==> src/rtl/mips_multicycle_ctrl.sv <==
// Multi-cycle MIPS control FSM: sequences fetch/decode/execute over a shared memory port and ALU,
// with a parametrised memory latency, retired-instruction counter and sticky illegal-opcode flag.
module mips_multicycle_ctrl #(
  parameter int MEM_LAT = 1,
  parameter int CNT_W   = 32
) (
  input  logic             clk,
  input  logic             rst,
  input  logic [5:0]       opcode,
  input  logic             zero,
  output logic             pc_write,
  output logic             ir_write,
  output logic             i_or_d,
  output logic             mem_read,
  output logic             mem_write,
  output logic             mem_to_reg,
  output logic             reg_dst,
  output logic             reg_write,
  output logic             alu_src_a,
  output logic [1:0]       alu_src_b,
  output logic [1:0]       alu_op,
  output logic [1:0]       pc_source,
  output logic             illegal,
  output logic             retire,
  output logic [CNT_W-1:0] instr_count,
  output logic [3:0]       state
);

  typedef enum logic [3:0] {
    S_FETCH  = 4'd0,  S_DECODE = 4'd1,  S_MEMADR = 4'd2,  S_MEMRD  = 4'd3,
    S_MEMWB  = 4'd4,  S_MEMWR  = 4'd5,  S_EXEC   = 4'd6,  S_ALUWB  = 4'd7,
    S_BRANCH = 4'd8,  S_ADDIEX = 4'd9,  S_ADDIWB = 4'd10, S_JUMP   = 4'd11
  } state_t;

  localparam logic [5:0] OP_RTYPE = 6'b000000;
  localparam logic [5:0] OP_LW    = 6'b100011;
  localparam logic [5:0] OP_SW    = 6'b101011;
  localparam logic [5:0] OP_BEQ   = 6'b000100;
  localparam logic [5:0] OP_BNE   = 6'b000101;
  localparam logic [5:0] OP_ADDI  = 6'b001000;
  localparam logic [5:0] OP_J     = 6'b000010;
  localparam logic [3:0] LAST_WAIT = 4'(MEM_LAT - 1);

  state_t           r_state;
  state_t           w_next;
  logic [3:0]       r_wait;
  logic [5:0]       r_opcode;
  logic             r_illegal;
  logic [CNT_W-1:0] r_count;

  logic       w_mem_state, w_mem_done, w_set_illegal;
  logic       w_pc_write, w_ir_write, w_mem_read, w_mem_write, w_reg_write, w_retire;
  logic       w_i_or_d, w_mem_to_reg, w_reg_dst, w_alu_src_a;
  logic [1:0] w_alu_src_b, w_alu_op, w_pc_source;

  assign w_mem_state = (r_state == S_FETCH) || (r_state == S_MEMRD) || (r_state == S_MEMWR);
  assign w_mem_done  = (r_wait == LAST_WAIT);

  // NOTE: sequential state uses non-blocking assignments so every register samples pre-edge values.
  always_ff @(posedge clk) begin
    if (rst) begin
      r_state   <= S_FETCH;
      r_wait    <= '0;
      r_opcode  <= '0;
      r_illegal <= 1'b0;
      r_count   <= '0;
    end else begin
      r_state <= w_next;
      r_wait  <= (w_mem_state && !w_mem_done) ? r_wait + 4'd1 : 4'd0;
      if (r_state == S_DECODE) r_opcode  <= opcode;
      if (w_set_illegal)       r_illegal <= 1'b1;
      if (w_retire)            r_count   <= r_count + 1'b1;
    end
  end

  // NOTE: every signal gets a default before the case so no path leaves one unassigned (no latches).
  always_comb begin
    w_next        = S_FETCH;
    w_set_illegal = 1'b0;
    w_pc_write    = 1'b0;
    w_ir_write    = 1'b0;
    w_i_or_d      = 1'b0;
    w_mem_read    = 1'b0;
    w_mem_write   = 1'b0;
    w_mem_to_reg  = 1'b0;
    w_reg_dst     = 1'b0;
    w_reg_write   = 1'b0;
    w_alu_src_a   = 1'b0;
    w_alu_src_b   = 2'b00;
    w_alu_op      = 2'b00;
    w_pc_source   = 2'b00;
    w_retire      = 1'b0;
    case (r_state)
      S_FETCH: begin
        w_mem_read  = 1'b1;
        w_alu_src_b = 2'b01;
        if (w_mem_done) begin
          w_ir_write = 1'b1;
          w_pc_write = 1'b1;
          w_next     = S_DECODE;
        end else begin
          w_next = S_FETCH;
        end
      end
      S_DECODE: begin
        w_alu_src_b = 2'b11;
        case (opcode)
          OP_RTYPE:       w_next = S_EXEC;
          OP_LW, OP_SW:   w_next = S_MEMADR;
          OP_BEQ, OP_BNE: w_next = S_BRANCH;
          OP_ADDI:        w_next = S_ADDIEX;
          OP_J:           w_next = S_JUMP;
          default: begin
            w_next        = S_FETCH;
            w_set_illegal = 1'b1;
          end
        endcase
      end
      S_MEMADR: begin
        w_alu_src_a = 1'b1;
        w_alu_src_b = 2'b10;
        w_next      = (r_opcode == OP_LW) ? S_MEMRD : S_MEMWR;
      end
      S_MEMRD: begin
        w_i_or_d   = 1'b1;
        w_mem_read = 1'b1;
        w_next     = w_mem_done ? S_MEMWB : S_MEMRD;
      end
      S_MEMWB: begin
        w_mem_to_reg = 1'b1;
        w_reg_write  = 1'b1;
        w_retire     = 1'b1;
      end
      S_MEMWR: begin
        w_i_or_d    = 1'b1;
        w_mem_write = 1'b1;
        w_retire    = w_mem_done;
        w_next      = w_mem_done ? S_FETCH : S_MEMWR;
      end
      S_EXEC: begin
        w_alu_src_a = 1'b1;
        w_alu_op    = 2'b10;
        w_next      = S_ALUWB;
      end
      S_ALUWB: begin
        w_reg_dst   = 1'b1;
        w_reg_write = 1'b1;
        w_retire    = 1'b1;
      end
      S_BRANCH: begin
        // Branch target was precomputed in DECODE; the ALU now compares A and B.
        w_alu_src_a = 1'b1;
        w_alu_op    = 2'b01;
        w_pc_source = 2'b01;
        w_retire    = 1'b1;
        w_pc_write  = (r_opcode == OP_BEQ) ? zero : ~zero;
      end
      S_ADDIEX: begin
        w_alu_src_a = 1'b1;
        w_alu_src_b = 2'b10;
        w_next      = S_ADDIWB;
      end
      S_ADDIWB: begin
        w_reg_write = 1'b1;
        w_retire    = 1'b1;
      end
      S_JUMP: begin
        w_pc_source = 2'b10;
        w_pc_write  = 1'b1;
        w_retire    = 1'b1;
      end
      default: w_next = S_FETCH;
    endcase
  end

  assign pc_write    = w_pc_write  & ~rst;
  assign ir_write    = w_ir_write  & ~rst;
  assign mem_read    = w_mem_read  & ~rst;
  assign mem_write   = w_mem_write & ~rst;
  assign reg_write   = w_reg_write & ~rst;
  assign retire      = w_retire    & ~rst;
  assign i_or_d      = w_i_or_d;
  assign mem_to_reg  = w_mem_to_reg;
  assign reg_dst     = w_reg_dst;
  assign alu_src_a   = w_alu_src_a;
  assign alu_src_b   = w_alu_src_b;
  assign alu_op      = w_alu_op;
  assign pc_source   = w_pc_source;
  assign illegal     = r_illegal;
  assign instr_count = r_count;
  assign state       = r_state;

endmodule
==> config.mk <==
export PLATFORM = sky130hd
export DESIGN_NAME = mips_multicycle_ctrl
export DESIGN_NICKNAME = d
export VERILOG_FILES = /design/src/rtl/mips_multicycle_ctrl.sv
export SDC_FILE = /design/constraint.sdc
export NUM_CORES = 1
export LEC_CHECK = 0
export ABC_CLOCK_PERIOD_IN_PS = 2300
export CAP_MARGIN = 20
export CELL_PAD_IN_SITES_DETAIL_PLACEMENT = 2
export CELL_PAD_IN_SITES_GLOBAL_PLACEMENT = 2
export CORE_MARGIN = 2
export CORE_UTILIZATION = 25
export CTS_CLUSTER_DIAMETER = 80
export DETAILED_ROUTE_END_ITERATION = 8
export PLACE_DENSITY_LB_ADDON = 0.1
export SETUP_SLACK_MARGIN = 0.05
export SYNTH_ARGS = -nofsm -noshare
export SYNTH_HDL_FRONTEND = slang
export SYNTH_SLANG_ARGS = --single-unit
==> constraint.sdc <==
create_clock -name clk -period 2.3 [get_ports clk]
set_input_delay 0.345 -clock clk [delete_from_list [all_inputs] [get_ports clk]]
set_output_delay 0.345 -clock clk [all_outputs]
set_load 0.05 [all_outputs]
======== Word-level counts from Yosys, hierarchy flattened ========
Cells that the tools add are included.
word-level totals
  register bits ........................... 47
  word-level logic and storage cells ...... 75
operators by class
  eq/ne operators ......................... 19
  add/subtract/negate cells ............... 2
  mux-type cells .......................... 23
  bitwise operators ....................... 9
  reduce and logical (&&, ||, !) cells .... 17
operator list
  kind                                                 number
  adder 32 x 1 -> 32 bit, second input constant        1
  one-hot mux 4 bit (7 select lines)                   1
  one-hot mux 4 bit (5 select lines)                   1
  equality test 6 x 3 -> 1 bit, second input constant  3
  equality test 6 bit, second input constant           3
  equality test 4 x 3 -> 1 bit, second input constant  4
  equality test 4 bit, second input constant           4
  2-to-1 mux 1 bit                                     13
  OR reduction 2 bit                                   6
  2-to-1 mux 3 bit                                     3
  equality test 4 x 2 -> 1 bit, second input constant  2
  zero test 4 bit                                      2
  one-hot mux 2 bit (2 select lines)                   2
  OR reduction 7 bit                                   1
  bitwise AND 1 bit                                    6
  equality test 6 x 2 -> 1 bit, second input constant  1
  equality test 6 x 4 -> 1 bit, second input constant  1
  zero test 6 bit                                      1
  one-hot mux 2 bit (3 select lines)                   1
  OR reduction 5 bit                                   1
  adder 4 x 1 -> 4 bit, second input constant          1
  equality test 4 x 1 -> 1 bit, second input constant  1
  OR reduction 4 bit                                   1
  NOT 1 bit                                            3
  6 further kinds                                      7

======== Longest topological paths before layout ========
Gate-level depths: netlist of the first run.
  depth in word-level cells ............... 6
  gate-level depth with buffers ........... 9

======== Least setup slack after synthesis of the first run ========
No wires, ideal clock.
  path type ............................... register to output
  start ................................... reg r_state[1] (netlist: state[1])
  end ..................................... out reg_write
  data required time ...................... 1.955 ns
  slack ................................... -0.831 ns
  cell stages (with the launch flop) ...... 7
  data arrival time ....................... 2.786 ns
  path through ............................ dfxtp_1 -> clkbuf_1 -> buf_1 -> nand2_1 -> nor2_1 -> a21oi_1 -> nor2_1
between the ends
  longest elaborated chain between the ends .. 4
ends and longest elaborated chain
  item                                                                        line  source
  start, declared                                                             44    state_t r_state;
  start signal, assigned                                                      68    r_state <= w_next;
  equality test 4 x 3 -> 1 bit / equality test 4 bit (equally long branches)  93    case (r_state)
  OR reduction 3 bit (no line) *                                              -
  2-to-1 mux 1 bit *                                                          93
  bitwise AND 1 bit *                                                         180   assign reg_write = w_reg_write & ~rst;
  end, declared                                                               18    output logic reg_write,
Mark *: on every way between the ends. The rest lies on a longest branch, timed or not.

======== Worst setup path after layout of the first run ========
  start ................................... reg r_wait[0]
  end ..................................... reg r_count[31] (netlist: instr_count[31])
between the ends
  longest elaborated chain between the ends .. 2
ends and longest elaborated chain
  item                                line  source
  start, declared                     46    logic [3:0] r_wait;
  start signal, assigned              69    r_wait <= (w_mem_state && !w_mem_done) ? r_wait + 4'd1 : 4'd0;
  zero test 4 bit                     57    assign w_mem_done = (r_wait == LAST_WAIT);
  one-hot mux 1 bit (2 select lines)  93
  end signal, assigned                72    if (w_retire) r_count <= r_count + 1'b1;
  end, declared                       49    logic [CNT_W-1:0] r_count;
Every way passes these cells.
A chain may end at the register's enable or synchronous reset.

==> flow_metrics.env, run 1 <==
export IMPL_synth_area_per_cell_sq_um=7.73
export IMPL_cts_tree="yes"
export IMPL_grt_pass1_wl_mm=14.8
export IMPL_dieArea_sq_um=10900
export IMPL_path_delay_family="simple AND/OR/NAND/NOR gates"
export IMPL_pwr_share_seq_pct=53.5
export IMPL_worst_path_most_repeated_cell="or4_4"
export IMPL_netlist_area_sq_um=2510
export IMPL_synthFlopType="dfxtp_1"
export IMPL_path_depth=8
export IMPL_finalSetupTns_ps=-538
export IMPL_r2r_slack_ps=-120
export IMPL_cap_violations=0
export IMPL_dr_pass1_iters=4
export IMPL_path_buf_inv=2
export IMPL_violations="negative setup slack"
export IMPL_worstSkewPairLatency_ps=300
export IMPL_cts_made_buffers=5
export IMPL_r2r_cells=8
export IMPL_dieWidth_microns=104
export IMPL_period_needed_ps=2420
export IMPL_setup_slack_ps=-116
export IMPL_synth_edff_count=0
export IMPL_worstHoldPathCells=2
export IMPL_finalWirelength_mm=8.91
export IMPL_critPathSlowestCell="or4_4"
export IMPL_internal_power_w=0.00113
export IMPL_worst_r2r_endpoint="instr_count[31]"
export IMPL_final_nets=434
export IMPL_ys_warnings_count=0
export IMPL_wl_per_cell_microns=16.0
export IMPL_power_density_nw_per_um2=396
export IMPL_routed_via_density=4.94
export IMPL_clockBufferDepth=2
export IMPL_p_sw_w=0.000429
export IMPL_syn2layout_area_growth_pct=56.4
export IMPL_synthArstFlopShare_pct=0
export IMPL_finalSetupViolations=9
export IMPL_status="finished, violations left"
export IMPL_htreeDepth=2
export IMPL_post_dp_hpwl_mm=6.49
export IMPL_overflow=0
export IMPL_drv_slew=0
export IMPL_grt_usage_pct=16.4
export IMPL_cts_clk_slew_worst_paths_ps=90
export IMPL_hold_buffers=0
export IMPL_swShare_pct=27.6
export IMPL_slew_headroom_pct=62.8
export IMPL_grt_max_degree=30
export IMPL_hold_end="r_opcode[2]"
export IMPL_num_antenna_cells=0
export IMPL_start_util_pct=25.7
export IMPL_dp_cells=537
export IMPL_vias=2746
export IMPL_fmax_mhz=414
export IMPL_cp_required_ps=2540
export IMPL_portBuffers=61
export IMPL_combPwrFrac_pct=14.2
export IMPL_synthCells=325
export IMPL_nFillCells=1129
export IMPL_start_kind="flop"
export IMPL_ir_worst_vdd_uv=220
export IMPL_globalplace_congestion=0.719
export IMPL_critPathMaxStageDelay_ps=480
export IMPL_hold_viol=0
export IMPL_fin_skew_ps=11.2
export IMPL_min_from="r_opcode[2]"
export IMPL_critPathCaptureType="flop"
export IMPL_ys_ff_latch=47
export IMPL_grt_pass1_vias=2955
export IMPL_fin_cells=556
export IMPL_synth_cell_types=46
export IMPL_drc=0
export IMPL_crit_reg2reg_launch="r_wait[0]"
export IMPL_cts_root_buffer="clkbuf_8"
export IMPL_critPathKind="flop to flop"
export IMPL_p_leak_nw=1.31
export IMPL_fin_crit_sh_pct=105
export IMPL_grt_antenna_before_repair=0
export IMPL_drive_gt1_share_pct=28.8
export IMPL_fin_util_pct=40.2
export IMPL_drt_iter0_drc=60
export IMPL_dp_slack_ps=-184
export IMPL_clkPwrFrac_pct=32.3
export IMPL_ant_nets=0
export IMPL_worstPathArrival_ps=2660
export IMPL_ios=62
export IMPL_syn_nets=337
export IMPL_seq_area_frac_synth_pct=37.4
export IMPL_core_sq_um=9770
export IMPL_clkSinkCount=47
export IMPL_crit_chain="inv_2 > ha_4 > or3b_4 > o21a_4 > or4_4 > buf_6 > or4_4 > a21oi_2"
export IMPL_grt_setup_unrepaired="yes"
export IMPL_worstPathMaxFanout=7
export IMPL_die_height_microns=104
export IMPL_worstMarginPinSlew_ps=554
export IMPL_hold_path_class="flop to flop"
export IMPL_rows=36
## power groups by stage
| stage | registers [W] | logic, W | clock network (W) |
|---|---|---|---|
| 3_3_place_gp | 0.000852 | 0.000207 | 0 |
| 6_report | 0.000834 | 0.000221 | 0.000503 |
| 2_1_floorplan | 0.000864 | 0.000103 | 0 |
| 3_5_place_dp | 0.000852 | 0.000210 | 0 |
| 5_1_grt | 0.000836 | 0.000239 | 0.000563 |
| 4_1_cts | 0.000833 | 0.000217 | 0.000526 |
## logic make-up (layout without fill, tap and decap cells)
logic type	after synthesis	count (layout)	synth area share (%)
multiplexers	2	2	0.796
XOR/XNOR	21	21	7.32
AND/OR/NAND/NOR	162	162	33.8
buffers and inverters	28	126	4.53
adder cells (fa/ha/maj)	3	3	1.49
flip-flops	47	47	37.4
AO/OA/AOI/OAI	62	62	14.6
## Yosys cell counts (all sizes together) (6+ instances only)
cell type  count  area [sq um]
nand3         14          70.1
clkbuf        14          52.6
nand2         26          97.6
inv            9          33.8
nor4          14          87.6
nor3          16          80.1
or4            6          45.0
or3           15          93.8
nor2          37           139
o21ai         16          80.1
dfxtp         47           941
nand4         11          68.8
xnor2         16           140
a21oi         28           140
## cells in the final DEF, fill, tap and decap left out, types with 6 or more instances in the layout
master,count
nor2_1,34
buf_12,8
nand3_1,13
inv_1,7
o21ai_0,12
a21oi_1,24
buf_6,6
or3_1,13
nand2_1,25
nor3_1,9
dfxtp_1,29
dfxtp_2,18
clkdlybuf4s50_1,45
xnor2_1,16
nand4_1,11
buf_4,47
nor4_1,14
## what timing repair did
| item | 4_1_cts | 5_1_grt |
|---|---|---|
| gates resized for setup | 21 | 18 |
| pin swaps | 20 | 11 |
| endpoints found under the setup margin | 14 | 20 |
| endpoints found under the hold margin | 0 | 0 |
| setup buffers | 8 | 3 |
## layout make-up
class | count | area, sq um | share of cell area (%)
clock buffers | 6 | 72.6 | 1.85
inverters | 9 | 33.8 | 0.859
clock inverters | 2 | 12.5 | 0.318
well taps | 133 | 166 | 4.23
multi-input cells | 250 | 1620 | 41.1
flip-flops and latches | 47 | 963 | 24.5
repair buffers | 109 | 1070 | 27.1
## flip-flops by register name (all words and copies together) (netlist names)
name and flops:
state 4, instr_count 32, illegal 1, r_wait 4, r_opcode 6
## worst register-to-register path: stages, from the launching register on
cell,delay [ps]
dfxtp_2,340
inv_2,70
ha_4,120
or3b_4,390
o21a_4,220
or4_4,480
buf_6,150
or4_4,480
a21oi_2,140
## stage by stage
step | hold slack (ps) | instance area (sq um) | total power, W
floorplan | 406 | 2600 | 0.000967
global placement | 456 | 3620 | 0.00106
detailed placement | 474 | 3620 | 0.00106
CTS | 494 | 3820 | 0.00158
global route | 521 | 3930 | 0.00164
finish | 487 | 3930 | 0.00156
## how the worst max path moves through the flow
stage | start | endpoint | slack (ps)
after global placement | r_wait[0] | instr_count[31] | -120
after global routing | r_opcode[3] | pc_write | -230
after CTS | r_opcode[1] | pc_write | -170
after detailed placement | r_wait[0] | instr_count[31] | -180
after floorplan | r_wait[0] | instr_count[26] | -110
final | r_wait[0] | instr_count[31] | -120
## routing by layer
metal | track usage (%) | up-vias | part of all wire (%)
met5 | 0 | - | 0
met2 | 28.8 | 35 | 50
met3 | 2.26 | 4 | 2.1
met4 | 2.32 | 0 | 0.38
li1 | - | 1362 | -
met1 | 21.7 | 1345 | 47
Note: power is estimated with default switching activity, not from simulation.
==> run 2, diff against run 1 <==
Settings changed: CTS_CLUSTER_DIAMETER 80 to not set.
==> results of run 2 <==
No change in the layout: final DEF, timing and power equal those of run 1.
==> run 3, diff against run 2 <==
Settings changed: ABC_CLOCK_PERIOD_IN_PS 2300 to 2500, CORE_UTILIZATION 25 to 28.
Clock period 2.3 ns to 2.5 ns, I/O delays scaled along.
==> run 3 against run 2 <==
The flow now finishes without violations. Sequential power down 8.0%. Non-clock buffer count decreased by 14. Final cell count fell by 7.0%. Sequential share of layout area increased by 1.6 points. Maximum frequency decreased by 0.65%. Critical path depth did not move. Critical path type unchanged. Critical endpoint is now instr_count[21].
==> flow_metrics.env, run 3 (same netlist as run 1, synthesis figures left out) <==
export IMPL_globalplace_congestion=0.726
export IMPL_hold_path_class="flop to flop"
export IMPL_num_antenna_cells=0
export IMPL_start_util_pct=28.8
export IMPL_p_sw_w=0.000395
export IMPL_worstSkewPairLatency_ps=300
export IMPL_drc=0
export IMPL_ios=62
export IMPL_hold_buffers=0
export IMPL_largest_reg_flops=32
export IMPL_worst_r2r_endpoint="instr_count[21]"
export IMPL_htreeDepth=2
export IMPL_worstPathMaxFanout=6
export IMPL_path_delay_family="simple AND/OR/NAND/NOR gates"
export IMPL_cp_required_ps=2730
export IMPL_ant_nets=0
export IMPL_drive_gt1_share_pct=22.2
export IMPL_grt_antenna_before_repair=0
export IMPL_multi_input_area_sq_um=1550
export IMPL_combPwrFrac_pct=12.7
export IMPL_slew_headroom_pct=61.8
export IMPL_grt_max_degree=46
export IMPL_post_dp_hpwl_mm=6.33
export IMPL_final_area_sq_um=3680
export IMPL_grt_usage_pct=18.7
export IMPL_p_leak_nw=1.23
export IMPL_finalSetupViolations=0
export IMPL_internal_power_w=0.00108
export IMPL_grt_pass1_vias=2945
export IMPL_finalSetupTns_ps=0
export IMPL_clockBufferDepth=2
export IMPL_clkPwrFrac_pct=35.4
export IMPL_swShare_pct=26.8
export IMPL_start_kind="flop"
export IMPL_path_buf_inv=2
export IMPL_cts_clk_slew_worst_paths_ps=100
export IMPL_dr_wl_met2_mm=4.52
export IMPL_portBuffers=61
export IMPL_worstSetupStartpoint="r_wait[1]"
export IMPL_seq_area_sq_um=961
export IMPL_status="complete, no violations"
export IMPL_syn2layout_area_growth_pct=46.2
export IMPL_rows=34
export IMPL_dp_cells=500
export IMPL_worstPathArrival_ps=2670
export IMPL_met1Wirelength_mm=4.28
export IMPL_critPathCaptureType="flop"
export IMPL_core_sq_um=8720
export IMPL_die_height_microns=98.8
export IMPL_power_density_nw_per_um2=402
export IMPL_wl_met3_microns=246
export IMPL_critPathMaxStageDelay_ps=590
export IMPL_path_depth=8
export IMPL_critPathSlowestCell="or4_4"
export IMPL_layout_commonest_cell="clkdlybuf4s50_1"
export IMPL_grt_pass1_wl_mm=15.0
export IMPL_cts_made_buffers=5
export IMPL_drt_iter0_drc=98
export IMPL_dr_pass1_iters=4
export IMPL_min_from="r_opcode[2]"
export IMPL_crit_reg2reg_launch="r_wait[1]"
export IMPL_crit_end="instr_count[21]"
export IMPL_grt_setup_unrepaired="yes"
export IMPL_worstMarginPinSlew_ps=567
export IMPL_cap_violations=0
export IMPL_drv_slew=0
export IMPL_overflow=0
export IMPL_fin_cells=517
export IMPL_fmax_mhz=411
export IMPL_fin_crit_sh_pct=97.3
export IMPL_finalPower_w=0.00148
export IMPL_clkSinkCount=47
export IMPL_dieArea_sq_um=9750
export IMPL_critPathKind="flop to flop"
export IMPL_place_area_sq_um=3450
export IMPL_wl_per_cell_microns=17.7
export IMPL_r2r_slack_ps=70
export IMPL_nFillCells=978
export IMPL_period_needed_ps=2430
export IMPL_hold_viol=0
export IMPL_finalWirelength_mm=9.15
export IMPL_pwr_share_seq_pct=51.9
export IMPL_fin_skew_ps=9.50
export IMPL_final_cell_mix="clkdlybuf4s50_1 (45), buf_4 (40), nor2_1 (34)"
export IMPL_top_layer="met4"
export IMPL_cts_root_buffer="clkbuf_8"
export IMPL_fin_hold_ws_ps=495
export IMPL_routed_via_density=5.35
export IMPL_r2r_cells=8
export IMPL_dieWidth_microns=98.8
export IMPL_vias=2766
export IMPL_crit_chain="inv_1 > ha_1 > or3b_4 > o21a_4 > or4_4 > buf_4 > or3_1 > a21oi_1"
export IMPL_ir_worst_vdd_uv=210
export IMPL_final_nets=420
export IMPL_cts_tree="yes"
run 3: cell count changes in the layout (fill, tap and decap cells not counted), moves of 3 or more:
cell,before,now
dfxtp_2,18,13
buf_6,6,2
buf_12,8,5
a21oi_1,24,27
dfxtp_1,29,33
buf_4,47,40
a21oi_2,4,1
run 3: cell type report:
cell class	instances	share of cell area, %
multi-input combinational	250	42.1
sequential	47	26.1
inverter	9	0.919
tap	108	3.68
timing repair buffer	95	24.4
clock buffer	7	2.62
clock inverter	1	0.204
run 3: worst min path at each step:
stage / cells past startpoint / to / slack (ps)
after floorplan: 1 / r_wait[0] / 410
after global placement: 2 / r_opcode[2] / 460
after detailed placement: 2 / r_opcode[2] / 480
after CTS: 2 / r_opcode[2] / 490
after global routing: 2 / r_opcode[2] / 530
final: 2 / r_opcode[2] / 490
run 3: repair_timing:
item                       CTS  global route
pin swaps                    7            11
buffers inserted             2             7
resized for setup           12             9
setup endpoints to repair    8             6
run 3: routing by layer:
layer / global-route usage [%] / vias to the layer above
met5: 0 / -
met4: 4.00 / 0
met3: 2.77 / 14
met2: 31.4 / 45
met1: 25.4 / 1375
li1: - / 1332
run 3: worst min-delay path, cell delays in order, from the launching register on:
cell and delay [ps]:
dfxtp_1 340, nand2_1 60, a21oi_1 50
run 3: power groups by stage:
stage / Sequential [W] / Combinational [W] / Clock, W
2_1_floorplan: 0.000794 / 0.0000936 / 0
3_3_place_gp: 0.000783 / 0.000178 / 0
3_5_place_dp: 0.000784 / 0.000180 / 0
4_1_cts: 0.000767 / 0.000187 / 0.000543
5_1_grt: 0.000769 / 0.000202 / 0.000574
6_report: 0.000767 / 0.000187 / 0.000523
run 3: through the flow:
stage	utilization, %	setup slack, ps
6_report	42.2	68.7
3_3_place_gp	39.5	-13.2
4_1_cts	41.3	-18.4
5_1_grt	42.2	-17.6
3_5_place_dp	39.5	-89.0
2_1_floorplan	-	-67.5
==> variant, RTL diff (settings of run 2) <==
Reset style: asynchronous (`rst`), changed in one clocked block.
--- a/src/rtl/mips_multicycle_ctrl.sv
+++ b/src/rtl/mips_multicycle_ctrl.sv
@@ -57,7 +57,7 @@
   assign w_mem_done  = (r_wait == LAST_WAIT);
 
   // NOTE: sequential state uses non-blocking assignments so every register samples pre-edge values.
-  always_ff @(posedge clk) begin
+  always_ff @(posedge clk or posedge rst) begin
     if (rst) begin
       r_state   <= S_FETCH;
       r_wait    <= '0;
Check against the original RTL: differs if rst is asserted again (counterexample within 4 cycles, from zero or initial values and one cycle with rst high); with rst held inactive, the same outputs for 10 cycles.
==> variant against run 2 <==
  * The run still ends with negative setup slack left
  * Sequential cell count unchanged
  * Cell area up 0.19%
  * Routed wire length down 11%
  * Synthesized area up 1.7%
  * Setup slack worse by 0.12 ns
  * Utilization down 0.29 points
  * Critical path type is now reg -> out
Power is not compared: it rests on default switching activity, and its combinational part moved more than twofold at a synthesized area within 25%.
==> variant: results (changes against run 2) <==
CTS buffer count=5 (unchanged); Hold WS=0.4649 ns (-0.02252 ns); Largest register FFs=32 (unchanged); layout net count=350 (-19%); clk slew on worst S/H paths=0.09 ns (about the same); Final Wtd Congestion=0.7559 (+5.1%); Max Cap Viol=0 (unchanged); worst-path cell with the longest stage delay=dfrtp_1; M1 GR Usage=21.21% (-0.52 points); Yosys cell types=41 (-11%); Worst path max stage delay=0.38 ns (-0.10 ns); largest net degree at the start of global routing=43 (+43%); share of layout cells above drive strength 1=28.40% (-0.44 points); Worst-Margin Slew=0.9614 ns (+0.4074 ns); Most used DFF post-synth=dfrtp_1; vias in the first global route=2466 (-17%); ys async rst share=100.0% (+100 points); Placed Area=3638 um2 (+0.45%); Root Driver=clkbuf_8; hold crit path type=in -> async; fin worst setup slack=-0.2344 ns (-0.1189 ns); Clock Path Buffers=2 (unchanged); top cells by area, synth=dfrtp_1 (46%), xor2_1 (9.9%), nor3_1 (4.7%); Ant. Diodes=0 (unchanged); FF-to-FF setup slack=0.08 ns (+0.20 ns); core footprint=9864 um2 (+0.92%); Worst-Skew Late Latency=0.30 ns (about the same); register area share after synthesis=46.01% (+8.6 points); Via Count=2203 (-20%); port bufs=61 (unchanged); Post-synth top cells=dfrtp_1 (47), xor2_1 (29), nor3_1 (24), nor2_1 (21), nand2_1 (18); Max Fanout on Critical Path=2 (-5); static leakage=between 1.5 and 2 nW; starting DRC count in detailed routing=53 (-12%); final setup fails=3 (-6); met2 Track Usage GR=23.65% (-5.1 points); Routed WL per cell=16.80 um (+4.8%); syn nets=272 (-19%); CTS H-tree lvls=2 (unchanged); GR Util All Layers=14.71% (-1.7 points); GR Layer Usage met3=2.121% (-0.13 points); initial antenna violation count=0 (unchanged); failing checks=negative setup slack; Worst VDD drop=around 0.00052 V; HPWL after DPL=5686 um (-12%); worst slack, placed=0.07389 ns (+0.2580 ns); Clock Skews=0.009870 ns (-0.001346 ns); status=finished with violations; Worst Path Arrival=2.19 ns (-0.47 ns); first-pass GRT wire length=13160 um (-11%)
## variant: area by class of cell
cell class / count / area, um2
clock inverter: 1 / 5.005
multi-input combinational: 192 / 1504
sequential: 47 / 1177
fill: 1047 / 5926
clock buffer: 6 / 82.58
timing repair buffer: 82 / 965.9
inverter: 10 / 37.54
tap: 133 / 166.4
## variant: path summary, 6_finish.rpt
| path | start | endpoint | cells after the start |
|---|---|---|---|
| min in group clk | instr_count[31]$_DFFE_PP0P_ | instr_count[31]$_DFFE_PP0P_ | 1 |
| max reg2reg | r_wait[0]$_DFF_PP0_ | instr_count[5]$_DFFE_PP0P_ | 10 |
| max in group asynchronous | rst | r_opcode[4]$_DFFE_PP0P_ | 4 |
| min | rst | state[3]$_DFF_PP0_ | 3 |
| min reg2reg | instr_count[31]$_DFFE_PP0P_ | instr_count[31]$_DFFE_PP0P_ | 1 |
| max | r_wait[0]$_DFF_PP0_ | pc_write | 8 |
## variant: cell families after synthesis
family                   Yosys count  synth area share (%)
AND/OR/NAND/NOR                  122                 27.07
multiplexers                      10                 4.259
buffers and inverters             21                 3.818
adder cells (fa/ha/maj)            3                 1.469
flip-flops                        47                 46.01
AO/OA/AOI/OAI                     20                 4.699
XOR/XNOR                          37                 12.68
## variant: critical path, delay by kind of cell, from the launching register on
kind                       cells  cell delay, ns
AOI/OAI and AO/OA              2            0.17
buffers and inverters          2            0.28
adders and majority gates      1            0.14
and+or+nand+nor                3            0.93
DFF                            1            0.38
## variant: what timing repair did
item | CTS | global route
setup endpoints to repair | 3 | 29
pin swaps | 6 | 10
buffers inserted | 2 | 1
gates cloned | 1 | 0
gates resized for setup | 12 | 17
## variant: metal layers
layer / vias to the layer above / routed length [um]
met2: 34 / 3780
met4: 0 / 30
met3: 2 / 166
li1: 1058 / -
met5: - / 0
met1: 1109 / 3934
## variant: power breakdown
group	switching [W]	internal, W	total, W
combinational	0.00102	0.000694	0.00171
sequential	0.000123	0.000932	0.00106
clock	0.000280	0.000237	0.000517
## variant: stage by stage
| stage | setup TNS (ns) | instances |
|---|---|---|
| after floorplan | -0.4840 | 260 |
| after global placement | 0 | 460 |
| after detailed placement | 0 | 460 |
| after CTS | -0.4235 | 470 |
| after global routing | -1.142 | 471 |
| final | -0.3545 | 471 |
